### src/rtl/sha256_pkg.sv
// Shared SHA-256 types and sigma functions, used by the message schedule and the round core.
package sha256_pkg;

  localparam int WORD_W    = 32;
  localparam int NUM_WORDS = 64;
  localparam int WINDOW    = 16;

  typedef logic [WORD_W-1:0] word_t;

  function automatic word_t rotr(input word_t x, input int unsigned n);
    return (x >> n) | (x << (WORD_W - n));
  endfunction

  function automatic word_t small_sigma0(input word_t x);
    return rotr(x, 7) ^ rotr(x, 18) ^ (x >> 3);
  endfunction

  function automatic word_t small_sigma1(input word_t x);
    return rotr(x, 17) ^ rotr(x, 19) ^ (x >> 10);
  endfunction

  function automatic word_t big_sigma0(input word_t x);
    return rotr(x, 2) ^ rotr(x, 13) ^ rotr(x, 22);
  endfunction

  function automatic word_t big_sigma1(input word_t x);
    return rotr(x, 6) ^ rotr(x, 11) ^ rotr(x, 25);
  endfunction

endpackage

### src/rtl/schedule_word.sv
// Combinational schedule recurrence: W[t+16] from the four taps of the 16-word window.
module schedule_word (
  input  logic [31:0] w_t,
  input  logic [31:0] w_t1,
  input  logic [31:0] w_t9,
  input  logic [31:0] w_t14,
  output logic [31:0] w_next
);
  import sha256_pkg::*;

  // Carries out of bit 31 are dropped by the 32-bit result width.
  assign w_next = small_sigma1(w_t14) + w_t9 + small_sigma0(w_t1) + w_t;

endmodule

### src/rtl/message_expander.sv
// SHA-256 message schedule: loads one 512-bit block and streams W0..W63 over a
// valid/ready handshake, generating W16..W63 in place from a 16-word sliding window.
module message_expander #(
  parameter int WORD_W    = 32,
  parameter int NUM_WORDS = 64
) (
  input  logic              clk,
  input  logic              rst,
  input  logic              start,
  input  logic [511:0]      block_in,
  output logic              in_ready,
  output logic              w_valid,
  input  logic              w_ready,
  output logic [WORD_W-1:0] w_word,
  output logic [5:0]        w_index,
  output logic              w_last
);
  import sha256_pkg::*;

  typedef enum logic {
    IDLE,
    STREAM
  } state_t;

  localparam logic [5:0] LAST_IDX = 6'(NUM_WORDS - 1);

  state_t     state_q, state_d;
  logic [5:0] idx_q, idx_d;
  word_t      window_q [WINDOW];
  word_t      window_d [WINDOW];
  word_t      next_word;

  schedule_word u_schedule_word (
    .w_t    (window_q[0]),
    .w_t1   (window_q[1]),
    .w_t9   (window_q[9]),
    .w_t14  (window_q[14]),
    .w_next (next_word)
  );

  always_ff @(posedge clk) begin
    if (rst) begin
      state_q  <= IDLE;
      idx_q    <= '0;
      window_q <= '{default: '0};
    end else begin
      state_q  <= state_d;
      idx_q    <= idx_d;
      window_q <= window_d;
    end
  end

  // The words computed past idx 47 are never emitted; writing them anyway keeps the shift uniform.
  always_comb begin
    state_d  = state_q;
    idx_d    = idx_q;
    window_d = window_q;
    case (state_q)
      IDLE: begin
        if (start) begin
          for (int i = 0; i < WINDOW; i++) begin
            window_d[i] = block_in[(511 - 32*i) -: 32];
          end
          idx_d   = '0;
          state_d = STREAM;
        end
      end
      STREAM: begin
        if (w_ready) begin
          for (int i = 0; i < WINDOW - 1; i++) begin
            window_d[i] = window_q[i+1];
          end
          window_d[WINDOW-1] = next_word;
          idx_d = idx_q + 6'd1;
          if (idx_q == LAST_IDX) begin
            state_d = IDLE;
          end
        end
      end
      default: state_d = IDLE;
    endcase
  end

  // Outputs come only from registers, so w_ready may safely depend on w_valid downstream.
  assign in_ready = (state_q == IDLE);
  assign w_valid  = (state_q == STREAM);
  assign w_word   = window_q[0];
  assign w_index  = idx_q;
  assign w_last   = (state_q == STREAM) && (idx_q == LAST_IDX);

endmodule

### config.mk
export PLATFORM = sky130hd
export DESIGN_NAME = message_expander
export DESIGN_NICKNAME = d
export VERILOG_FILES = /design/src/rtl/sha256_pkg.sv /design/src/rtl/schedule_word.sv /design/src/rtl/message_expander.sv
export SDC_FILE = /design/constraint.sdc
export NUM_CORES = 1
export LEC_CHECK = 0
export BUFFER_PORTS_ARGS = -buffer_cell sky130_fd_sc_hd__buf_2
export CORE_MARGIN = 2
export CORE_UTILIZATION = 40
export DETAILED_ROUTE_END_ITERATION = 8
export SLEW_MARGIN = 0
export SYNTH_ARGS = -nofsm -noshare
export SYNTH_HDL_FRONTEND = slang
export SYNTH_SLANG_ARGS = --single-unit
### constraint.sdc
create_clock -name clk -period 4.95 [get_ports clk]
set_clock_uncertainty 0.2 [all_clocks]
set_input_delay 0.2475 -clock clk [delete_from_list [all_inputs] [get_ports clk]]
set_output_delay 0.2475 -clock clk [all_outputs]
set_load 0.005 [all_outputs]
==> flow_metrics.tcl <==
set metrics [dict create \
    grt_pass1_vias 25300 \
    grt_overflow 0 \
    port_buffers 556 \
    drc 0 \
    grt_pass1_wl_um 158000 \
    worstPathRequired_ns 5.33 \
    dp_cells 4103 \
    synth_fp_nets 3577 \
    clk_pin_slew_ns 0.06 \
    min_delay_path_depth 3 \
    dpl_cell_area_sq_mm 0.0301 \
    nFillCells 5997 \
    synth_area_sq_mm 0.0272 \
    max_freq_mhz 210 \
    ys_ff_latch 519 \
    clockRootBuffer "clkbuf_16" \
    comb_power_share_pct 38.6 \
    final_cells 4796 \
    rr_worst_depth 13 \
    path_max_fanout 5 \
    fin_setup_tns_ns 0 \
    reg2reg_to "window_q[31]" \
    die_h_um 265 \
    antenna_found_initial 14 \
    hold_end "window_q[456]" \
    hold_violations 0 \
    hold_path.class "in -> reg" \
    gp_congestion 0.930 \
    cts_tree "yes" \
    synthFlopType "dfxtp_1" \
    drive_gt1_share_pct 18.2 \
    synth_cell_types 58 \
    grt_max_degree 240 \
    p_int_mw 9.94 \
    clock_latency_ns 0.64 \
    dieArea_sq_mm 0.0702 \
    htreeDepth 2 \
    worst_pin_slew_ns 1.22 \
    area_delta_synth_final_pct 39.3 \
    cp-end-kind "register" \
    core_area_sq_mm 0.0673 \
    dpl.hpwl_um 76500 \
    drtIter0Drc 2120 \
    p_switching_mw 5.95 \
    utilization_pct 56.4 \
    ctsLongestPathBuffers 3 \
    r2r-start "window_q[471]" \
    rsz0062_at_grt "false" \
    peakVddDrop_v 0.000323 \
    dr_wl_met3_um 6690 \
    preCtsSetupSlack_ns 0.518 \
    synth_edf_count 0 \
    finalCriticalPeriod_ns 4.77 \
    dieWidth_um 265 \
    initial_core_util_pct 40.5 \
    crit_path_start_kind "register" \
    switching_share_pct 37.4 \
    clkPwrFrac_pct 29.2 \
    io_pins 557 \
    drt_wl_total_um 107000 \
    vias_per_cell 5.27 \
    async_reset_ff_share_pct 0 \
    rrSetupSlack_ns 0.18 \
    hp-start "block_in[456]" \
    arrival_ns 5.15 \
    cts.sinks 519 \
    dr_wl_met2_um 50100 \
    final_nets 4472 \
    total_leakage_power_nw 16.1 \
    ys_seq_area_share_pct 38.1 \
    grtUsageTotal_pct 29.7 \
    setup_slack_ns 0.177 \
    synthesis.instances 2967 \
    drv_cap 0 \
    finalSetupViolCount 0 \
    drv_slew 0 \
    seqPwrFrac_pct 32.2 \
    min_period_over_period_pct 96.4 \
    vias 25300 \
    wl_met1_um 46000 \
    first_pass_iters 6 \
    status "completed" \
    cellPowerDensity_mw_per_mm2 418 \
    slew_headroom_pct 18.4 \
    synth_area_per_cell_sq_um 9.18 \
    final_cell_area_sq_mm 0.0380 \
    criticalPathCategory "reg -> reg" \
    wl_per_cell_um 22.4 \
    maxUsedRoutingLayer "met5" \
    num_rows 95 \
    ant_nets 0 \
    ys_warn_count 0 \
    numCtsBuffers 59 \
]
==> power by group through the flow <==
stage	clock network [mW]	logic (mW)	registers, mW
CTS	4.72	6.00	5.09
floorplan	0	4.10	4.91
global placement	0	5.54	5.16
detailed placement	0	5.53	5.18
global route	4.87	6.75	5.15
finish	4.65	6.13	5.11
==> final cells by class <==
class	count	area (sq um)	area share (%)
Antenna cell	11	27.5	0.0725
Clock inverter	31	365	0.963
Multi-Input combinational cell	1996	15100	39.7
Inverter	131	492	1.30
Tap cell	873	1090	2.88
Timing Repair Buffer	1155	8840	23.3
Sequential cell	519	10400	27.4
Clock buffer	80	1690	4.44
==> Yosys cell counts, types with 3 or more instances <==
library cell / count / area [sq um]
nand4_1: 9 / 56.3
mux2i_1: 490 / 4900
and2_1: 3 / 18.8
o21ai_0: 28 / 140
a21oi_1: 30 / 150
nor3_1: 10 / 50.1
a22oi_1: 3 / 22.5
inv_1: 130 / 488
o21a_1: 10 / 75.1
o21bai_1: 4 / 30.0
buf_2: 27 / 135
and4_1: 3 / 26.3
dfxtp_1: 519 / 10400
o31ai_1: 3 / 22.5
a21boi_0: 3 / 22.5
nor2b_1: 3 / 18.8
fa_1: 62 / 1240
nand2b_1: 4 / 25.0
xnor2_1: 116 / 1020
a2111oi_0: 6 / 52.6
buf_4: 33 / 248
ha_1: 32 / 400
a2111oi_2: 3 / 45.0
nor2_1: 545 / 2050
a211oi_1: 503 / 3780
buf_1: 13 / 48.8
nand3_1: 13 / 65.1
a31oi_1: 4 / 25.0
and3_1: 7 / 43.8
nand2_1: 31 / 116
xor2_1: 24 / 210
a21o_1: 6 / 45.0
clkbuf_1: 248 / 931
o22ai_1: 12 / 75.1
==> what timing repair did <==
action / 4_1_cts / 5_1_grt
endpoints found under the hold margin: 515 / 0
setup buffers: 0 / 2
endpoints found under the setup margin: 0 / 8
hold buffers: 569 / 0
resized for setup: 0 / 12
==> worst max-delay path, stage by stage (launching register included) <==
cell and delay, ns:
dfxtp_1 0.57, xnor2_1 0.14, xnor2_1 0.34, fa_1 0.50, fa_1 0.44, ha_1 0.34, o21ai_0 0.13, o21a_1 0.25
or3_4 0.42, a211oi_1 0.31, nor3_2 0.11, or3b_1 0.35, nand3_1 0.08, dlygate4sd3_1 0.54
==> through the flow <==
step                      hold WS (ns)  power, mW
final                           0.0644       15.9
after detailed placement         0.291       10.7
after floorplan                  0.221       9.00
after CTS                       0.0226       15.8
after global placement           0.284       10.7
after global routing            0.0707       16.8
==> registers in the layout, summed over array words and instances (netlist names) <==
name	cells
window_q	480
w_word	32
w_index	6
w_valid	1
==> routing by layer <==
metal	track usage, %	vias to the layer above
met4	12.0	8
met3	5.32	223
met1	38.0	11900
met2	49.4	877
li1	-	12300
met5	0	-
==> layout by cell type, fill, tap and decap left out, types with 6 or more instances in the layout <==
cell,n
bufinv_16,6
ha_1,32
a2111oi_0,6
buf_12,10
nand4_1,9
nand3_1,13
a21o_1,6
a211oi_1,502
nand2_1,30
dlygate4sd3_1,569
clkbuf_1,8
nor2_1,545
inv_1,130
buf_2,555
clkbuf_8,13
xor2_1,24
o21ai_0,26
diode_2,11
mux2i_1,490
and3_1,7
o21a_1,10
nor3_1,9
a21oi_1,30
clkinv_2,14
xnor2_1,112
dfxtp_1,515
o22ai_1,12
buf_4,20
clkbuf_16,59
fa_1,62
==> logic make-up (layout without fill, tap and decap cells) <==
| group | Yosys count | after routing | share of synthesized area, % |
|---|---|---|---|
| and+or+nand+nor | 637 | 637 | 9.32 |
| AOI/OAI and AO/OA | 635 | 635 | 17.2 |
| DFF | 519 | 519 | 38.1 |
| muxes | 490 | 490 | 18.0 |
| buffers and inverters | 452 | 1397 | 6.81 |
| xor gates and xnor gates | 140 | 140 | 4.50 |
| adders and majority gates | 94 | 94 | 6.03 |
| other | 0 | 11 | 0 |
==> worst max-delay path by stage <==
stage / endpoint / slack (ns) / startpoint / depth (start not counted)
detailed placement: window_q[19] / 0.52 / window_q[52] / 13
floorplan: window_q[19] / 0.87 / window_q[52] / 14
global route: window_q[24] / 0.01 / window_q[60] / 15
global placement: window_q[19] / 0.58 / window_q[52] / 13
finish: window_q[31] / 0.18 / window_q[471] / 13
CTS: window_q[16] / 0.09 / window_q[469] / 13
Power figures use the tool's default switching activity.
